--- src/rtl/mux_sched_pkg.sv ---
// Shared types and sizes for the round-robin mux scheduler.
// The requester count and select width are fixed by the 4:1 mux the scheduler sits in front of.
package mux_sched_pkg;

    typedef enum logic {IDLE, GRANT} sched_state_t;

    localparam int N_REQ = 4;
    localparam int SEL_W = 2;

endpackage

--- src/rtl/mux_rr_sched_rr_pick.sv ---
// Combinational round-robin picker: returns the first asserted request at or after ptr,
// scanning circularly 0->1->2->3->0.
module rr_pick
    import mux_sched_pkg::*;
(
    input  logic [N_REQ-1:0] req,
    input  logic [SEL_W-1:0] ptr,
    output logic             found,
    output logic [SEL_W-1:0] idx
);

    logic [2*N_REQ-1:0] reqDbl;
    logic [N_REQ-1:0]   reqRot;
    logic [SEL_W-1:0]   offset;

    // Rotate so ptr lands at bit 0, take the lowest set bit, then add ptr back (mod N_REQ).
    always_comb begin
        reqDbl = {req, req};
        reqRot = reqDbl[ptr +: N_REQ];
        offset = '0;
        for (int i = N_REQ - 1; i >= 0; i--) begin
            if (reqRot[i]) begin
                offset = SEL_W'(i);
            end
        end
        found = |req;
        idx   = offset + ptr;
    end

endmodule

--- src/rtl/mux_rr_sched.sv ---
// Round-robin scheduler sharing one 4:1 mux between four requesters, with a registered
// one-hot grant, glitch-free registered select and a per-tenure burst limit.
module mux_rr_sched
    import mux_sched_pkg::*;
#(
    parameter int MAX_BURST = 8,
    parameter int CNT_W     = 8
) (
    input  logic             clk,
    input  logic             rst_n,
    input  logic [N_REQ-1:0] req,
    output logic [N_REQ-1:0] gnt,
    output logic [SEL_W-1:0] sel,
    output logic             busy,
    output logic [CNT_W-1:0] owner_cnt
);

    sched_state_t     state_q, state_d;
    logic [N_REQ-1:0] gnt_q, gnt_d;
    logic [SEL_W-1:0] sel_q, sel_d;
    logic [CNT_W-1:0] cnt_q, cnt_d;
    logic [SEL_W-1:0] ptr_q, ptr_d;

    logic [SEL_W-1:0] pickPtr;
    logic             pickFound;
    logic [SEL_W-1:0] pickIdx;
    logic             ownerReq;
    logic             burstDone;

    // While granting, the picker already looks from owner+1, so a release re-arbitrates in the same cycle.
    assign pickPtr   = (state_q == GRANT) ? sel_q + 1'b1 : ptr_q;
    assign ownerReq  = req[sel_q];
    assign burstDone = (cnt_q == CNT_W'(MAX_BURST));

    rr_pick u_rr_pick (
        .req   (req),
        .ptr   (pickPtr),
        .found (pickFound),
        .idx   (pickIdx)
    );

    always_comb begin
        state_d = state_q;
        gnt_d   = gnt_q;
        sel_d   = sel_q;
        cnt_d   = cnt_q;
        ptr_d   = ptr_q;

        unique case (state_q)
            IDLE: begin
                if (pickFound) begin
                    state_d = GRANT;
                    gnt_d   = N_REQ'(1) << pickIdx;
                    sel_d   = pickIdx;
                    cnt_d   = CNT_W'(1);
                end
            end
            GRANT: begin
                if (ownerReq && !burstDone) begin
                    cnt_d = cnt_q + 1'b1;
                end else begin
                    ptr_d = sel_q + 1'b1;
                    if (pickFound) begin
                        gnt_d = N_REQ'(1) << pickIdx;
                        sel_d = pickIdx;
                        cnt_d = CNT_W'(1);
                    end else begin
                        // sel is deliberately held so the mux output does not toggle while idle.
                        state_d = IDLE;
                        gnt_d   = '0;
                        cnt_d   = '0;
                    end
                end
            end
            default: state_d = IDLE;
        endcase
    end

    always_ff @(posedge clk or negedge rst_n) begin
        if (!rst_n) begin
            state_q <= IDLE;
            gnt_q   <= '0;
            sel_q   <= '0;
            cnt_q   <= '0;
            ptr_q   <= '0;
        end else begin
            state_q <= state_d;
            gnt_q   <= gnt_d;
            sel_q   <= sel_d;
            cnt_q   <= cnt_d;
            ptr_q   <= ptr_d;
        end
    end

    assign gnt       = gnt_q;
    assign sel       = sel_q;
    assign busy      = (state_q == GRANT);
    assign owner_cnt = cnt_q;

    aOneHot:   assert property (@(posedge clk) disable iff (!rst_n) $onehot0(gnt_q));
    aBusyGnt:  assert property (@(posedge clk) disable iff (!rst_n) busy == (gnt_q != '0));
    aSelGnt:   assert property (@(posedge clk) disable iff (!rst_n) busy |-> (gnt_q == (N_REQ'(1) << sel_q)));
    aCntMax:   assert property (@(posedge clk) disable iff (!rst_n) cnt_q <= CNT_W'(MAX_BURST));
    aCntIdle:  assert property (@(posedge clk) disable iff (!rst_n) (cnt_q == '0) == !busy);

endmodule

--- config.mk ---
export PLATFORM = sky130hd
export DESIGN_NAME = mux_rr_sched
export DESIGN_NICKNAME = d
export VERILOG_FILES = /design/src/rtl/mux_sched_pkg.sv /design/src/rtl/mux_rr_sched_rr_pick.sv /design/src/rtl/mux_rr_sched.sv
export SDC_FILE = /design/constraint.sdc
export NUM_CORES = 1
export LEC_CHECK = 0
export BUFFER_PORTS_ARGS = -buffer_cell sky130_fd_sc_hd__buf_2
export CORE_UTILIZATION = 45
export CTS_CLUSTER_DIAMETER = 150
export DETAILED_ROUTE_END_ITERATION = 12
export PLACE_DENSITY = 0.78
export SETUP_SLACK_MARGIN = 0.05
export SYNTH_ARGS = -nofsm -noshare
export SYNTH_HDL_FRONTEND = slang
export SYNTH_SLANG_ARGS = --single-unit
--- constraint.sdc ---
create_clock -name clk -period 1.92 [get_ports clk]
set_input_delay 0.096 -clock clk [delete_from_list [all_inputs] [get_ports clk]]
set_output_delay 0.096 -clock clk [all_outputs]
set_load 0.02 [all_outputs]
==> results of run 1 <==
[timing repair]
action / 4_1_cts / 5_1_grt
endpoints found under the setup margin: 5 / 9
hold buffers: 1 / 0
pin swaps: 3 / 2
gates resized for setup: 2 / 4
hold endpoints to repair: 17 / 0
buffers inserted: 4 / 3
[sequential cells by signal, indices dropped and copies added, names as in the netlist]
register and cells:
busy 1, gnt 4, owner_cnt 8, ptr_q 2
sel 2
[worst max-delay path, delay by kind of cell, from the launching register on]
| kind | cells | cell delay (ns) |
|---|---|---|
| compound gates | 5 | 0.90 |
| xor+xnor | 2 | 0.30 |
| fa+ha+maj | 1 | 0.18 |
| flops | 1 | 0.44 |
| simple gates | 1 | 0.09 |
[routing by layer]
| layer | global-route usage, % | up-vias | routed length [um] |
|---|---|---|---|
| met4 | 6.306 | 0 | 12 |
| met3 | 5.357 | 2 | 171 |
| met1 | 28.33 | 483 | 1096 |
| li1 | - | 494 | - |
| met5 | 0 | - | 0 |
| met2 | 35.09 | 50 | 1376 |
[logic make-up after synthesis]
kind of cell	after synthesis
buffers and inverters	6
adders and majority gates	4
muxes	4
and+or+nand+nor	46
AOI/OAI and AO/OA	35
xor gates and xnor gates	4
DFF	17
[power by group]
group	switching, uW	internal [uW]
sequential	111	475
clock	114	77.5
combinational	740	748
[layout make-up]
type	instances	area, um2	share of cell area (%)
inverter	3	11.26	0.8108
sequential	17	429.2	30.90
clock buffer	3	22.52	1.622
timing repair buffer	34	211.5	15.23
tap	28	35.03	2.523
clock inverter	1	5.005	0.3604
multi-input combinational	93	674.4	48.56
[how the worst max path moves through the flow]
stage / start / end / slack [ns] / cells after the start
after global placement: sel[1]$_DFFE_PN0P_ / gnt[2]$_DFFE_PN0P_ / 0.01 / 9
after global routing: sel[1]$_DFFE_PN0P_ / gnt[2]$_DFFE_PN0P_ / -0.12 / 9
after floorplan: sel[0]$_DFFE_PN0P_ / gnt[2]$_DFFE_PN0P_ / -0.02 / 9
after detailed placement: sel[1]$_DFFE_PN0P_ / gnt[3]$_DFFE_PN0P_ / -0.06 / 9
after CTS: sel[0]$_DFFE_PN0P_ / gnt[3]$_DFFE_PN0P_ / -0.04 / 9
final: sel[0]$_DFFE_PN0P_ / gnt[3]$_DFFE_PN0P_ / -0.08 / 9
[stage by stage]
| step | setup WS, ns | cells | cell area [um2] | utilization [%] |
|---|---|---|---|---|
| after CTS | -0.03902 | 176 | 1354 | 60.04 |
| after global placement | 0.01260 | 167 | 1265 | 56.10 |
| final | -0.08101 | 179 | 1389 | 61.60 |
| after global routing | -0.1184 | 179 | 1389 | 61.60 |
| after detailed placement | -0.05875 | 167 | 1265 | 56.10 |
| after floorplan | -0.01767 | 116 | 1107 | - |
[layout by cell type, fill, tap and decap left out, drive strengths merged, types with 3 or more instances in the layout]
| cell | Yosys | final |
|---|---|---|
| nand2 | 15 | 15 |
| clkbuf | 1 | 3 |
| nand3 | 6 | 6 |
| dfrtp | 17 | 17 |
| o21ai | 18 | 18 |
| buf | 2 | 33 |
| ha | 3 | 3 |
| inv | 3 | 3 |
| nor2 | 11 | 11 |
| a32o | 3 | 3 |
| a21oi | 4 | 4 |
| o31ai | 3 | 3 |
| and3 | 4 | 4 |
==> results.yml, run 1 <==
final_layout:
  num_antenna_cells: 0
  nNetsFinal: 161
  area_growth_pct: 27.44
  fillCellCount: 192
  drive_gt1_share_pct: 39.74
detailed_routing:
  vias_per_cell: 5.749
  dr.first_iter.drc_count: 35
  wirelength_mm: 2.657
  firstDrtPassIters: 4
  wire_per_inst_um: 14.84
  drc_errors: 0
  vias: 1029
  ant_nets: 0
setup_path:
  reg2reg_from: "sel[0]$_DFFE_PN0P_"
  arrival_ns: 2.19
  cp_max_fo: 5
  path_class: "reg -> reg"
  ff2ff_path_depth: 9
  r2r_end: "gnt[3]$_DFFE_PN0P_"
  required_ns: 2.11
  crit_path_end_kind: "register"
  crit_path_start_kind: "register"
  cpMaxStageDelayCell: "dfrtp_2"
  max_stage_delay_ns: 0.44
  path_cells: "xnor2_2 -> a21oi_2 -> nand2_1 -> a21oi_1 -> o2bb2ai_1 -> o21a_1 -> ha_4 -> xnor2_4 -> a32o_2"
  reg2reg_slack_ns: -0.08
clock_network:
  clock-root-buffer: "clkbuf_4"
  h-tree-depth: 1
  clock_latency_ns: 0.29
  clockBufferDepth: 2
  cts_tree: "done"
  cts_made_buffers: 3
  clk_pin_slew_worst_paths_ns: 0.10
  cts.sink_count: 17
sta:
  fin_skew_ns: 0.002966
  slew_headroom_pct: 69.16
  tns_ns: -0.2549
  fin_crit_sh_pct: 104.2
  holdWs_ns: 0.2451
  hold_viol_final: 0
  worst-slew-pin-transition_ns: 0.4609
  fin_ws_ns: -0.08101
  min_period_ns: 2.001
  rsz0062_at_grt: "true"
  maxSlewViolCount: 0
  fmaxAchievable_mhz: 499.7
  setup_viol: 5
synth:
  synthArstFlopShare_pct: 100.0
  yosysWarnings: 0
  synth_area_leaders: "dfrtp_1 39%, o21ai_0 4.1%, nand2_1 4.1%"
  synthAdderAreaFrac_pct: 4.478
  synth-seq-cells: 17
  seq_area_frac_synth_pct: 39.04
  synth_xor_area_share_pct: 3.904
  synth.mux.area_fraction_pct: 5.396
  avgSynthCellArea_um2: 9.395
  synth_edf_count: 0
  synthSimpleGateAreaFrac_pct: 22.27
  synth_common_cells: "17 x dfrtp_1, 12 x nand2_1, 11 x nor2_1, 9 x o21ai_0, 8 x o21ai_1"
  synth_cells: 116
  yosys.cell_count.top_type: "dfrtp_1"
  synth_top_family_by_area: "simple AND/OR/NAND/NOR gates"
  synth_top_area_share_pct: 39.04
  synth_compound_area_share_pct: 21.81
  synth-main-ff-cell: "dfrtp_1"
  synth_top_area_cell: "dfrtp_1"
  synthesis.area_um2: 1090
  synth_cell_types: 42
  syn-num-nets: 125
die:
  start_util_pct: 48.34
  die_h_um: 51.21
  placementRows: 17
  die_x_um: 51.21
  dieArea_um2: 2622
  num_io_pins: 21
  design.core.area_um2: 2255
grt:
  grt_start_max_net_pins: 18
  first_global_vias: 958
  grt_use_total_pct: 21.55
  grt_pass1_wl_mm: 4.202
  grt-ovfl-total: 0
  antenna_found_initial: 0
power_and_ir_drop:
  power.total_uw: 2265
  power_density_nw_per_um2: 1631
  peakVddDrop_uv: 971.1
  leakage_uw: 0.0006534
outcome:
  outcome: "complete, but fails checks"
  violations: "setup timing"
hold_path:
  hold_path.class: "in -> async"
placement:
  place_congestion: 0.7863
  dp.final_hpwl_mm: 1.825
  port_buffers: 20
job:
  maxCapViolCount: 0
Power figures use the tool's default switching activity.
==> inputs of run 2 (changes only) <==
--- a/config.mk
+++ b/config.mk
@@ -5,12 +5,14 @@
 export SDC_FILE = /design/constraint.sdc
 export NUM_CORES = 1
 export LEC_CHECK = 0
+export ABC_AREA = 1
 export BUFFER_PORTS_ARGS = -buffer_cell sky130_fd_sc_hd__buf_2
 export CORE_UTILIZATION = 45
 export CTS_CLUSTER_DIAMETER = 150
 export DETAILED_ROUTE_END_ITERATION = 12
-export PLACE_DENSITY = 0.78
+export PLACE_DENSITY = 0.77
 export SETUP_SLACK_MARGIN = 0.05
+export SKIP_CTS_REPAIR_TIMING = 1
 export SYNTH_ARGS = -nofsm -noshare
 export SYNTH_HDL_FRONTEND = slang
 export SYNTH_SLANG_ARGS = --single-unit
==> run 2 against run 1 <==
The run still ends with setup timing left. Highest routed layer unchanged. Combinational power rose by 36%. Cell count up 37%. Critical path type unchanged. Clock power grew 4%. Setup slack got worse by 0.048 ns. Clock skew increased by 0.0032 ns. Area after synthesis grew 14%. Total power grew 24%. Routed wire length rose by 7.7%.
==> results.yml, run 2 <==
outcome:
  outcome: "complete, but fails checks"
  violations: "setup timing"
die:
  die_h_um: 54.60
  placementRows: 18
  design.core.area_um2: 2545
  num_io_pins: 21
  start_util_pct: 48.92
  dieArea_um2: 2981
  die_x_um: 54.60
sta:
  fin_skew_ns: 0.006162
  min_period_ns: 2.049
  slew_headroom_pct: 74.31
  holdWs_ns: 0.1488
  maxSlewViolCount: 0
  worst-slew-pin-transition_ns: 0.3854
  fmaxAchievable_mhz: 488.0
  hold_viol_final: 0
  fin_ws_ns: -0.1294
  tns_ns: -0.5332
  setup_viol: 5
  fin_crit_sh_pct: 106.7
  rsz0062_at_grt: "true"
setup_path:
  required_ns: 2.16
  arrival_ns: 2.29
  crit_path_end_kind: "register"
  path_class: "reg -> reg"
  cp_max_fo: 7
  crit_path_start_kind: "register"
clock_network:
  cts_tree: "done"
  clk_pin_slew_worst_paths_ns: 0.11
  cts.sink_count: 17
  clockBufferDepth: 2
  clock_latency_ns: 0.29
  clock-root-buffer: "clkbuf_4"
  cts_made_buffers: 3
  h-tree-depth: 1
power_and_ir_drop:
  p_sw_share_pct: 50.78
  peakVddDrop_uv: 1179
  p_comb_share_pct: 72.0
  power_density_nw_per_um2: 1781
  leakage_uw: 0.0008412
  p_int_uw: 1388
  p_clk_share_pct: 7.0
  seqPwrFrac_pct: 21.0
  p_switching_uw: 1432
final_layout:
  num_antenna_cells: 0
  final_util_pct: 62.19
  drive_gt1_share_pct: 33.80
  area_growth_pct: 27.14
  largest_reg_flops: 8
  nNetsFinal: 226
  mostFrequentLayoutCells: "55 x nand2_1, 20 x buf_2, 19 x nand3_1"
  final_common_cell: "nand2_1"
synth:
  syn-num-nets: 186
  synth_edf_count: 0
  synth_cell_types: 24
  synth_cells: 177
  yosysWarnings: 0
  avgSynthCellArea_um2: 7.034
  seq_area_frac_synth_pct: 34.17
  synth_common_cells: "57 x nand2_1, 19 x inv_1, 19 x nand3_1, 17 x dfrtp_1, 11 x nand2_2"
  synth-seq-cells: 17
  synth_area_leaders: "dfrtp_1 34%, nand2_1 17%, nand3_1 7.6%"
  synthesis.area_um2: 1245
  yosys.cell_count.top_type: "nand2_1"
  synth_top_area_share_pct: 34.17
  synth-main-ff-cell: "dfrtp_1"
  synth_top_area_cell: "dfrtp_1"
  synthArstFlopShare_pct: 100.0
grt:
  grt_use_met1_pct: 29.62
  use_met2_pct: 34.34
  antenna_found_initial: 0
  grt-ovfl-total: 0
  grtUsageMet3_pct: 5.278
  grt_use_total_pct: 21.58
  top_usage_layer: "met2"
  grt_start_max_net_pins: 18
  grt_pass1_wl_mm: 4.671
  first_global_vias: 1122
detailed_routing:
  wire_per_inst_um: 11.63
  vias_per_cell: 5.085
  firstDrtPassIters: 4
  wirelength_mm: 2.862
  vias: 1251
  dr.first_iter.drc_count: 25
  ant_nets: 0
  drc_errors: 0
placement:
  port_buffers: 20
  place_congestion: 0.9167
  dp.final_hpwl_mm: 2.199
hold_path:
  hold_path.class: "in -> reg"
job:
  maxCapViolCount: 0
run 2: cell count changes after synthesis, sizes merged, moves of 4 or more:
cell   delta
inv      +22
o21ai    -10
nand3    +15
and3      -4
o22ai     +4
nand2    +57
run 2: worst paths after layout:
path	startpoint	to	slack (ns)	cells past startpoint
setup / recovery	busy$_DFF_PN0_	gnt[1]$_DFFE_PN0P_	-0.13	16
min in group asynchronous	rst_n	busy$_DFF_PN0_	0.24	2
setup reg to reg	busy$_DFF_PN0_	gnt[1]$_DFFE_PN0P_	-0.13	16
hold reg to reg	gnt[3]$_DFFE_PN0P_	gnt[3]$_DFFE_PN0P_	0.49	2
hold / removal	req[0]	busy$_DFF_PN0_	0.15	3
max in group asynchronous	rst_n	sel[1]$_DFFE_PN0P_	1.39	2
run 2: final cells by class:
type	count	area, um2
fillers	226	962.2
clock inverters	1	7.507
inverters	25	98.84
multi-input cells	134	764.5
repair buffers	36	222.7
well taps	30	37.54
clock buffers	3	22.52
flip-flops and latches	17	429.2
run 2: metrics by stage:
stage          std cells  setup WS (ns)  instance area [um2]  power [uW]
4_1_cts              242        -0.1337                 1523        2716
6_report             246        -0.1294                 1583        2820
3_3_place_gp         238       -0.05287                 1493        2451
2_1_floorplan        177       -0.03408                 1276        1963
3_5_place_dp         238       -0.09046                 1493        2510
5_1_grt              246        -0.3029                 1583        3088
run 2: critical path, cell delays in order, from the launching register on:
cell and delay, ns:
dfrtp_2 0.51, or2_1 0.27, nand2_2 0.13, nand2_1 0.06, nand2_1 0.07, nand2_1 0.06
nand2_2 0.08, nand2_2 0.07, inv_2 0.06, ha_4 0.13, xnor2_2 0.12, inv_1 0.06
nand2_1 0.07, nand2_2 0.08, nor2_4 0.10, nand2_1 0.06, nand2_1 0.05
run 2: per-layer routing:
metal / routed length, um / vias up
li1: - / 643
met1: 1334 / 566
met2: 1329 / 36
met3: 162 / 6
met4: 35 / 0
met5: 0 / -
run 2: power groups by stage:
| stage | combinational [uW] | clock, uW | sequential [uW] |
|---|---|---|---|
| floorplan | 1290 | 0 | 677 |
| global placement | 1860 | 0 | 592 |
| detailed placement | 1910 | 0 | 597 |
| CTS | 1920 | 204 | 592 |
| global route | 2270 | 214 | 608 |
| finish | 2030 | 198 | 592 |
run 2: cells by family after synthesis:
group                    share of synthesized area [%]
adder cells (fa/ha/maj)                          3.015
AO/OA/AOI/OAI                                    6.934
XOR/XNOR                                         4.925
flip-flops                                       34.17
buffers and inverters                            8.644
AND/OR/NAND/NOR                                  42.31
==> inputs of run 3 (changes only) <==
--- a/config.mk
+++ b/config.mk
@@ -9,8 +9,9 @@
 export BUFFER_PORTS_ARGS = -buffer_cell sky130_fd_sc_hd__buf_2
 export CORE_UTILIZATION = 45
 export CTS_CLUSTER_DIAMETER = 150
+export CTS_CLUSTER_SIZE = 10
 export DETAILED_ROUTE_END_ITERATION = 12
-export PLACE_DENSITY = 0.77
+export PLACE_DENSITY = 0.74
 export SETUP_SLACK_MARGIN = 0.05
 export SKIP_CTS_REPAIR_TIMING = 1
 export SYNTH_ARGS = -nofsm -noshare
==> constraint.sdc (replaced) <==
create_clock -name clk -period 2.5 [get_ports clk]
set_input_delay 0.125 -clock clk [delete_from_list [all_inputs] [get_ports clk]]
set_output_delay 0.125 -clock clk [all_outputs]
set_load 0.02 [all_outputs]
==> run 3 against run 2 <==
Clock skew shrank 0.0023 ns. Die area is the same. Sequential power shrank 24%. The run now ends clean.
==> results.yml, run 3 (synthesis results as in run 2) <==
outcome:
  outcome: "finished, final reports clean"
detailed_routing:
  wirelength_mm: 2.485
  vias: 1168
  drc_errors: 0
  dr.first_iter.drc_count: 21
  wire_per_inst_um: 10.76
  ant_nets: 0
  firstDrtPassIters: 4
  vias_per_cell: 5.056
grt:
  top_usage_layer: "met2"
  grtUsageMet3_pct: 6.111
  use_met2_pct: 31.12
  first_global_vias: 1030
  antenna_found_initial: 0
  grt_start_max_net_pins: 18
  grt_use_met1_pct: 26.75
  grt_pass1_wl_mm: 4.271
  grt-ovfl-total: 0
  grt_use_total_pct: 19.86
hold_path:
  whs_path_depth: 3
  hold_path.class: "in -> reg"
  hold_start: "req[2]"
placement:
  port_buffers: 20
  dp.cells: 226
  dp.final_hpwl_mm: 1.964
  place_area_um2: 1371
  place_congestion: 0.8136
power_and_ir_drop:
  power_density_nw_per_um2: 1292
  p_sw_share_pct: 53.59
  peakVddDrop_uv: 784.8
  p_int_uw: 844.5
  p_switching_uw: 975.1
  leakage_uw: 0.0007688
  p_comb_share_pct: 67.0
  p_clk_share_pct: 8.3
  seqPwrFrac_pct: 24.7
setup_path:
  path_buf_inv: 2
  cpMaxStageDelayCell: "dfrtp_1"
  reg2reg_from: "sel[0]$_DFFE_PN0P_"
  path_class: "reg -> reg"
  crit_family: "simple AND/OR/NAND/NOR gates"
  crit_path_end_kind: "register"
  arrival_ns: 2.33
  required_ns: 2.70
  critPathLaunch: "sel[0]$_DFFE_PN0P_"
  crit_path_start_kind: "register"
  cp_max_fo: 7
  path_cells: "inv_2 -> nand2_2 -> nand3_1 -> nand2_2 -> nand2_1 -> nand2_1 -> nand2_1 -> nand2_2 -> nand2_2 -> inv_1 -> ha_1 -> xnor2_1 -> nand3_1 -> nand2_2 -> nor2_4 -> nand2_1 -> nand2_1"
  max_stage_delay_ns: 0.47
  cp.depth: 17
  ff2ff_path_depth: 17
sta:
  tns_ns: 0
  worst-slew-pin-transition_ns: 0.3880
  slew_headroom_pct: 74.13
  min_period_ns: 2.133
  maxSlewViolCount: 0
  fin_skew_ns: 0.003843
  fmaxAchievable_mhz: 468.8
  fin_crit_sh_pct: 85.32
  rsz0062_at_grt: "false"
  hold_viol_final: 0
  setup_viol: 0
die:
  start_util_pct: 48.92
  num_io_pins: 21
  die_h_um: 54.60
  placementRows: 18
  dieArea_um2: 2981
  design.core.area_um2: 2545
  die_x_um: 54.60
clock_network:
  cts_tree: "done"
  clock_latency_ns: 0.30
  cts.sink_count: 17
  clockBufferDepth: 2
  clock-root-buffer: "clkbuf_4"
  h-tree-depth: 1
  clk_pin_slew_worst_paths_ns: 0.10
  cts_made_buffers: 3
job:
  maxCapViolCount: 0
final_layout:
  nNetsFinal: 211
  area_growth_pct: 13.17
  drive_gt1_share_pct: 24.88
  final_common_cell: "nand2_1"
  mostFrequentLayoutCells: "57 x nand2_1, 20 x buf_2, 19 x inv_1, 19 x nand3_1, 16 x dfrtp_1"
  num_antenna_cells: 0
  final_util_pct: 55.36
  largest_reg_flops: 8
  final_cells: 231
  fillCellCount: 238
  fin_area_um2: 1409
-- run 3: through the flow --
stage,hold slack [ns],setup slack (ns),power [uW]
after global routing,0.1977,0.09885,2018
after detailed placement,0.07862,0.2835,1679
final,0.1830,0.3670,1820
after floorplan,-0.1706,0.4295,1431
after CTS,-0.2540,0.2709,1832
after global placement,0.06189,0.3062,1657
-- run 3: per-layer routing --
layer	share of wire (%)	up-vias	wire [um]
met1	50	530	1239
met5	0	-	0
met2	45	24	1130
met4	0.56	0	14
li1	-	611	-
met3	4.1	3	102
-- run 3: final cells by class --
class	count	area [um2]	area share (%)
inverters	25	96.34	6.838
well taps	30	37.54	2.664
clock buffers	4	26.28	1.865
repair buffers	21	110.1	7.815
flip-flops and latches	17	426.7	30.28
multi-input cells	134	711.9	50.53
-- run 3: worst register-to-register path: cells and delay by family (launching register included) --
family	cells	cell delay [ns]
xor gates and xnor gates	1	0.19
adders and majority gates	1	0.17
buffers and inverters	2	0.19
DFF	1	0.47
and+or+nand+nor	13	1.01
-- run 3: worst paths after layout --
check / endpoint / slack [ns]
min in group asynchronous: owner_cnt[6]$_DFFE_PN0P_ / 0.27
worst min-delay path: busy$_DFF_PN0_ / 0.18
max in group asynchronous: busy$_DFF_PN0_ / 1.93
worst min register to register: gnt[1]$_DFFE_PN0P_ / 0.49
worst max register to register: gnt[1]$_DFFE_PN0P_ / 0.37
worst max-delay path: gnt[1]$_DFFE_PN0P_ / 0.37
-- run 3: power by group through the flow --
stage               clock network, uW  logic (uW)  registers [uW]
finish                            151        1220             449
global placement                    0        1210             450
detailed placement                  0        1230             453
floorplan                           0         917             513
global route                      165        1390             465
CTS                               155        1230             449
